File: src/rtl/rf_wb_arbiter.sv
// rf_wb_arbiter: round-robin arbiter between two writeback requesters (A = ALU,
// B = LSU) sharing one register-file write port. A granted request is staged
// for one cycle on the rf_* outputs; reads in that cycle see the staged write
// through a forwarding path. Writes to x0 are accepted but suppressed.
module rf_wb_arbiter #(
  parameter int CNT_W = 16
) (
  input  logic             clk_i,
  input  logic             rst_i,
  input  logic             a_valid_i,
  input  logic [4:0]       a_addr_i,
  input  logic [31:0]      a_data_i,
  output logic             a_ready_o,
  input  logic             b_valid_i,
  input  logic [4:0]       b_addr_i,
  input  logic [31:0]      b_data_i,
  output logic             b_ready_o,
  output logic             rf_we_o,
  output logic [4:0]       rf_waddr_o,
  output logic [31:0]      rf_wdata_o,
  input  logic [4:0]       rd_addr1_i,
  input  logic [4:0]       rd_addr2_i,
  input  logic [31:0]      rf_rdata1_i,
  input  logic [31:0]      rf_rdata2_i,
  output logic [31:0]      rdata1_o,
  output logic [31:0]      rdata2_o,
  output logic [CNT_W-1:0] wr_cnt_o
);

  localparam logic PRIO_A = 1'b0;
  localparam logic PRIO_B = 1'b1;

  logic             prio_r;
  logic             rf_we_r;
  logic [4:0]       rf_waddr_r;
  logic [31:0]      rf_wdata_r;
  logic [CNT_W-1:0] wr_cnt_r;

  logic             a_grant_s;
  logic             b_grant_s;
  logic             xfer_s;
  logic [4:0]       sel_addr_s;
  logic [31:0]      sel_data_s;

  // Read data seen by a consumer: x0 reads as zero, a matching staged write
  // wins over the (not yet updated) register-file contents.
  function automatic logic [31:0] fwd_data(
    input logic [4:0]  rd_addr,
    input logic [31:0] raw_data,
    input logic        we,
    input logic [4:0]  waddr,
    input logic [31:0] wdata
  );
    logic [31:0] res;
    if (rd_addr == 5'd0) begin
      res = 32'd0;
    end else if (we && (rd_addr == waddr)) begin
      res = wdata;
    end else begin
      res = raw_data;
    end
    return res;
  endfunction

  // Grant selection: single requester wins outright, contention resolved by
  // prio; nothing is granted while reset is held.
  always_comb begin
    a_grant_s  = 1'b0;
    b_grant_s  = 1'b0;
    sel_addr_s = a_addr_i;
    sel_data_s = a_data_i;
    if (rst_i) begin
      a_grant_s = 1'b0;
      b_grant_s = 1'b0;
    end else begin
      case ({a_valid_i, b_valid_i})
        2'b10:   a_grant_s = 1'b1;
        2'b01:   b_grant_s = 1'b1;
        2'b11: begin
          a_grant_s = (prio_r == PRIO_A);
          b_grant_s = (prio_r == PRIO_B);
        end
        default: begin
          a_grant_s = 1'b0;
          b_grant_s = 1'b0;
        end
      endcase
    end
    if (b_grant_s) begin
      sel_addr_s = b_addr_i;
      sel_data_s = b_data_i;
    end else begin
      sel_addr_s = a_addr_i;
      sel_data_s = a_data_i;
    end
  end

  assign xfer_s    = a_grant_s | b_grant_s;
  assign a_ready_o = a_grant_s;
  assign b_ready_o = b_grant_s;

  // Priority pointer: after a transfer, the side that was not served goes first.
  always_ff @(posedge clk_i) begin
    if (rst_i) begin
      prio_r <= PRIO_A;
    end else if (a_grant_s) begin
      prio_r <= PRIO_B;
    end else if (b_grant_s) begin
      prio_r <= PRIO_A;
    end else begin
      prio_r <= prio_r;
    end
  end

  // One-entry output stage driving the register-file write port for one cycle.
  always_ff @(posedge clk_i) begin
    if (rst_i) begin
      rf_we_r    <= 1'b0;
      rf_waddr_r <= 5'd0;
      rf_wdata_r <= 32'd0;
    end else if (xfer_s) begin
      rf_we_r    <= (sel_addr_s != 5'd0);
      rf_waddr_r <= sel_addr_s;
      rf_wdata_r <= sel_data_s;
    end else begin
      rf_we_r    <= 1'b0;
      rf_waddr_r <= rf_waddr_r;
      rf_wdata_r <= rf_wdata_r;
    end
  end

  // Committed-write counter: bumps at the edge that retires a real write.
  always_ff @(posedge clk_i) begin
    if (rst_i) begin
      wr_cnt_r <= {CNT_W{1'b0}};
    end else if (rf_we_r) begin
      wr_cnt_r <= wr_cnt_r + {{(CNT_W-1){1'b0}}, 1'b1};
    end else begin
      wr_cnt_r <= wr_cnt_r;
    end
  end

  // Forwarded read data for both read ports.
  always_comb begin
    rdata1_o = fwd_data(rd_addr1_i, rf_rdata1_i, rf_we_r, rf_waddr_r, rf_wdata_r);
    rdata2_o = fwd_data(rd_addr2_i, rf_rdata2_i, rf_we_r, rf_waddr_r, rf_wdata_r);
  end

  assign rf_we_o    = rf_we_r;
  assign rf_waddr_o = rf_waddr_r;
  assign rf_wdata_o = rf_wdata_r;
  assign wr_cnt_o   = wr_cnt_r;

endmodule

File: config.mk
export PLATFORM = sky130hd
export DESIGN_NAME = rf_wb_arbiter
export DESIGN_NICKNAME = d
export VERILOG_FILES = /design/src/rtl/rf_wb_arbiter.sv
export SDC_FILE = /design/constraint.sdc
export NUM_CORES = 1
export LEC_CHECK = 0
export BUFFER_PORTS_ARGS = -buffer_cell sky130_fd_sc_hd__buf_2
export CAP_MARGIN = 20
export CELL_PAD_IN_SITES_DETAIL_PLACEMENT = 1
export CELL_PAD_IN_SITES_GLOBAL_PLACEMENT = 1
export CORE_MARGIN = 4
export CORE_UTILIZATION = 24
export CTS_CLUSTER_DIAMETER = 100
export DETAILED_ROUTE_END_ITERATION = 10
export PLACE_DENSITY_LB_ADDON = 0.3
export SYNTH_ARGS = -nofsm -noshare
export SYNTH_HDL_FRONTEND = slang
export SYNTH_SLANG_ARGS = --single-unit
File: constraint.sdc
create_clock -name clk_i -period 1.7 [get_ports clk_i]
set_input_delay 0.34 -clock clk_i [delete_from_list [all_inputs] [get_ports clk_i]]
set_output_delay 0.34 -clock clk_i [all_outputs]
set_load 0.01 [all_outputs]
==> impl_metrics.json <==
{
  "cts_inserted_buffers": 5,
  "via_per_inst": 4.949,
  "placed_area_sq_mm": 0.005598,
  "drtIter0Drc": 197,
  "grt_usage_pct": 18.33,
  "wl_mm": 18.35,
  "antenna_found_initial": 1,
  "powerDensity_mw_per_mm2": 605.1,
  "holdPathStages": 2,
  "synth_nets": 660,
  "r2r_cells": 6,
  "endpoint_kind": "primary output",
  "gp_congestion": 0.8096,
  "dp_cells": 982,
  "reg2reg_to": "rf_we_o",
  "drcViolationCount": 0,
  "fin_crit_sh_pct": 133.5,
  "syn_to_final_growth_pct": 64.53,
  "dp_hpwl_mm": 13.70,
  "cpPeakStageDelay_ps": 380,
  "clock_sinks": 55,
  "syn_area_per_cell_sq_um": 7.381,
  "syn_area_sq_mm": 0.003742,
  "dr_total_vias": 4969,
  "grt_pass1_vias": 5084,
  "layout_common_cells": "buf_2 (270), nand2_1 (70), nand4_1 (68), nor2_1 (54), dfxtp_1 (49)",
  "htree_levels": 2,
  "yosys-top-cells-area": "dfxtp_1 (29%), nand4_1 (11%), mux2i_1 (10%), o21ai_1 (8.0%), a211oi_1 (7.4%)",
  "rows": 45,
  "arrival_ps": 1930,
  "peakVddDrop_v": 0.0003703,
  "diodes": 0,
  "die_area_sq_mm": 0.01765,
  "cts-root-buf": "clkbuf_16",
  "hp-start": "a_valid_i",
  "clock_latency_ps": 300,
  "n_fill_cell": 1937,
  "layout.cells.non_filler": 1004,
  "ys_seq_area_share_pct": 29.42,
  "worstPathMaxFanout": 11,
  "post_synth_inst_count": 507,
  "yosysTopAreaCell": "dfxtp_1",
  "fin_worst_skew_ps": 8.658,
  "finalSetupViolations": 64,
  "r2r-start": "prio_r",
  "die_x_microns": 132.9,
  "leakagePower_uw": 0.003122,
  "firstDrtPassIters": 4,
  "power_uw": 3725,
  "post-route-min-period_ps": 2269,
  "mostFrequentLayoutCell": "buf_2",
  "synthDistinctLibCells": 41,
  "status": "finished, violations left",
  "failed_checks": "negative setup slack",
  "nNetsFinal": 945,
  "worst_ep_required_time_ps": 1360,
  "drv_cap": 0,
  "clk_pin_slew_ps": 80,
  "io_buffers": 271,
  "die_h_microns": 132.9,
  "worstSetupStartpointType": "register",
  "ff2ff_setup_slack_ps": 40,
  "rsz0062_at_grt": "true",
  "slowest_stage": "dfxtp_4",
  "cts.path.max_buffers": 2,
  "cts_tree": "built",
  "drt.antenna.violating_nets": 0,
  "post_drt_wl_per_cell_microns": 18.28,
  "crit_buf_inv": 3,
  "synth_top_area_share_pct": 29.42,
  "overflow": 0,
  "criticalPathCategory": "register to primary output",
  "coreArea_sq_mm": 0.01526,
  "worst_pin_slew_ps": 389.7,
  "synth-seq-cells": 55,
  "hold_end": "prio_r",
  "drive_above_1_share_pct": 48.93,
  "postLayoutCoreUtil_pct": 40.35,
  "start_util_pct": 24.53,
  "critPathTopFamily": "buffers and inverters",
  "stdcell_area_sq_mm": 0.006157,
  "max_freq_ghz": 0.4406,
  "setup_slack_ps": -569.4,
  "slew_headroom_pct": 74.02,
  "hp-class": "input pin to register",
  "ys_warn_count": 0,
  "num_io_pins": 272,
  "place_ws_ps": -392.4,
  "path_cells": "xor2_4, nor4_4, buf_4, and2_4, clkbuf_16, o21ai_1, buf_2",
  "grt_max_degree": 45,
  "slew_viol_final": 0,
  "grt_first_pass_wirelength_mm": 26.78,
  "hold_viol": 0,
  "hold_buffers": 0
}
worst register-to-register path, delay by kind of cell, from the launching register on:
family          cells  cell delay [ps]
compound gates      1              130
buf+inv             2              400
flops               1              380
simple gates        3              640
repair_timing:
item,CTS,global route
endpoints found under the setup margin,64,67
endpoints found under the hold margin,0,0
gates cloned,1,7
buffers inserted,2,5
resized for setup,11,36
pin swaps,2,18
state kept, by name, indices dropped and copies added (netlist names):
name and cells:
rf_wdata_o 32, wr_cnt_o 16, rf_waddr_o 5, prio_r 1, rf_we_o 1
power by group:
group | switching [uW] | internal (uW)
registers | 102 | 1370
logic | 612 | 547
clock network | 532 | 564
total | 1250 | 2480
cell usage after synthesis:
cell type and instances:
nand2_1 72, nand4_1 68, o21ai_1 60, dfxtp_1 55, nor2_1 55, mux2i_1 38, a211oi_1 37, clkbuf_1 29
buf_2 17, xor2_1 13, xnor2_1 8, and2_1 4, buf_1 4, nand3_1 4, nor3_1 4, o21ai_0 4
a21oi_1 3, inv_1 3, and3_1 2, and4_1 2, buf_6 2, nor2b_1 2, nor4_4 2, or4_1 2
and2_2 1, buf_12 1, ha_1 1, mux2_1 1, mux2_2 1, nand2_2 1, nand2b_1 1, nand3b_1 1
nor2_2 1, nor4_1 1, nor4b_1 1, o21a_1 1, o311a_1 1, o31ai_1 1, o41ai_1 1, or3_1 1
or4b_1 1
area by class of cell:
type	count	area (sq um)	area share, %
inverter	3	11.26	0.1829
timing repair buffer	331	2068	33.59
clock inverter	3	28.78	0.4674
sequential	55	1114	18.09
tap	211	264.0	4.288
multi-input combinational	396	2546	41.35
clock buffer	5	125.1	2.032
worst max path at each step:
stage / from / to / slack (ps) / cells past startpoint
2_1_floorplan: rf_waddr_o[2] / rdata2_o[10] / -20 / 6
3_3_place_gp: rd_addr2_i[1] / rdata2_o[19] / -340 / 7
3_5_place_dp: rd_addr2_i[1] / rdata2_o[19] / -390 / 7
4_1_cts: rf_waddr_o[0] / rdata2_o[30] / -520 / 7
5_1_grt: rf_waddr_o[0] / rdata1_o[20] / -640 / 7
6_report: rf_waddr_o[0] / rdata1_o[3] / -570 / 7
cells by family (layout without fill, tap and decap cells):
| group | after synthesis | in the layout | synth area share [%] |
|---|---|---|---|
| buf+inv | 56 | 342 | 7.021 |
| simple gates | 226 | 226 | 30.26 |
| compound gates | 108 | 108 | 17.29 |
| flops | 55 | 55 | 29.42 |
| xor+xnor | 21 | 21 | 4.915 |
| mux | 40 | 40 | 10.77 |
| fa+ha+maj | 1 | 1 | 0.3343 |
layer usage:
| metal | GRT usage (%) | share of wire [%] | vias up |
|---|---|---|---|
| met3 | 4.183 | 6.2 | 22 |
| li1 | - | - | 2410 |
| met1 | 22.15 | 41 | 2358 |
| met2 | 32.99 | 51 | 177 |
| met5 | 0 | 0.065 | - |
| met4 | 4.099 | 1.6 | 2 |
metrics by stage:
step	hold slack, ps	setup TNS [ps]
final	291.9	-32430
after global routing	302.8	-38320
after CTS	274.8	-31230
after detailed placement	475.9	-18890
after global placement	460.5	-16140
after floorplan	450.2	-1026
No activity file was read; power rests on OpenSTA's default activity.
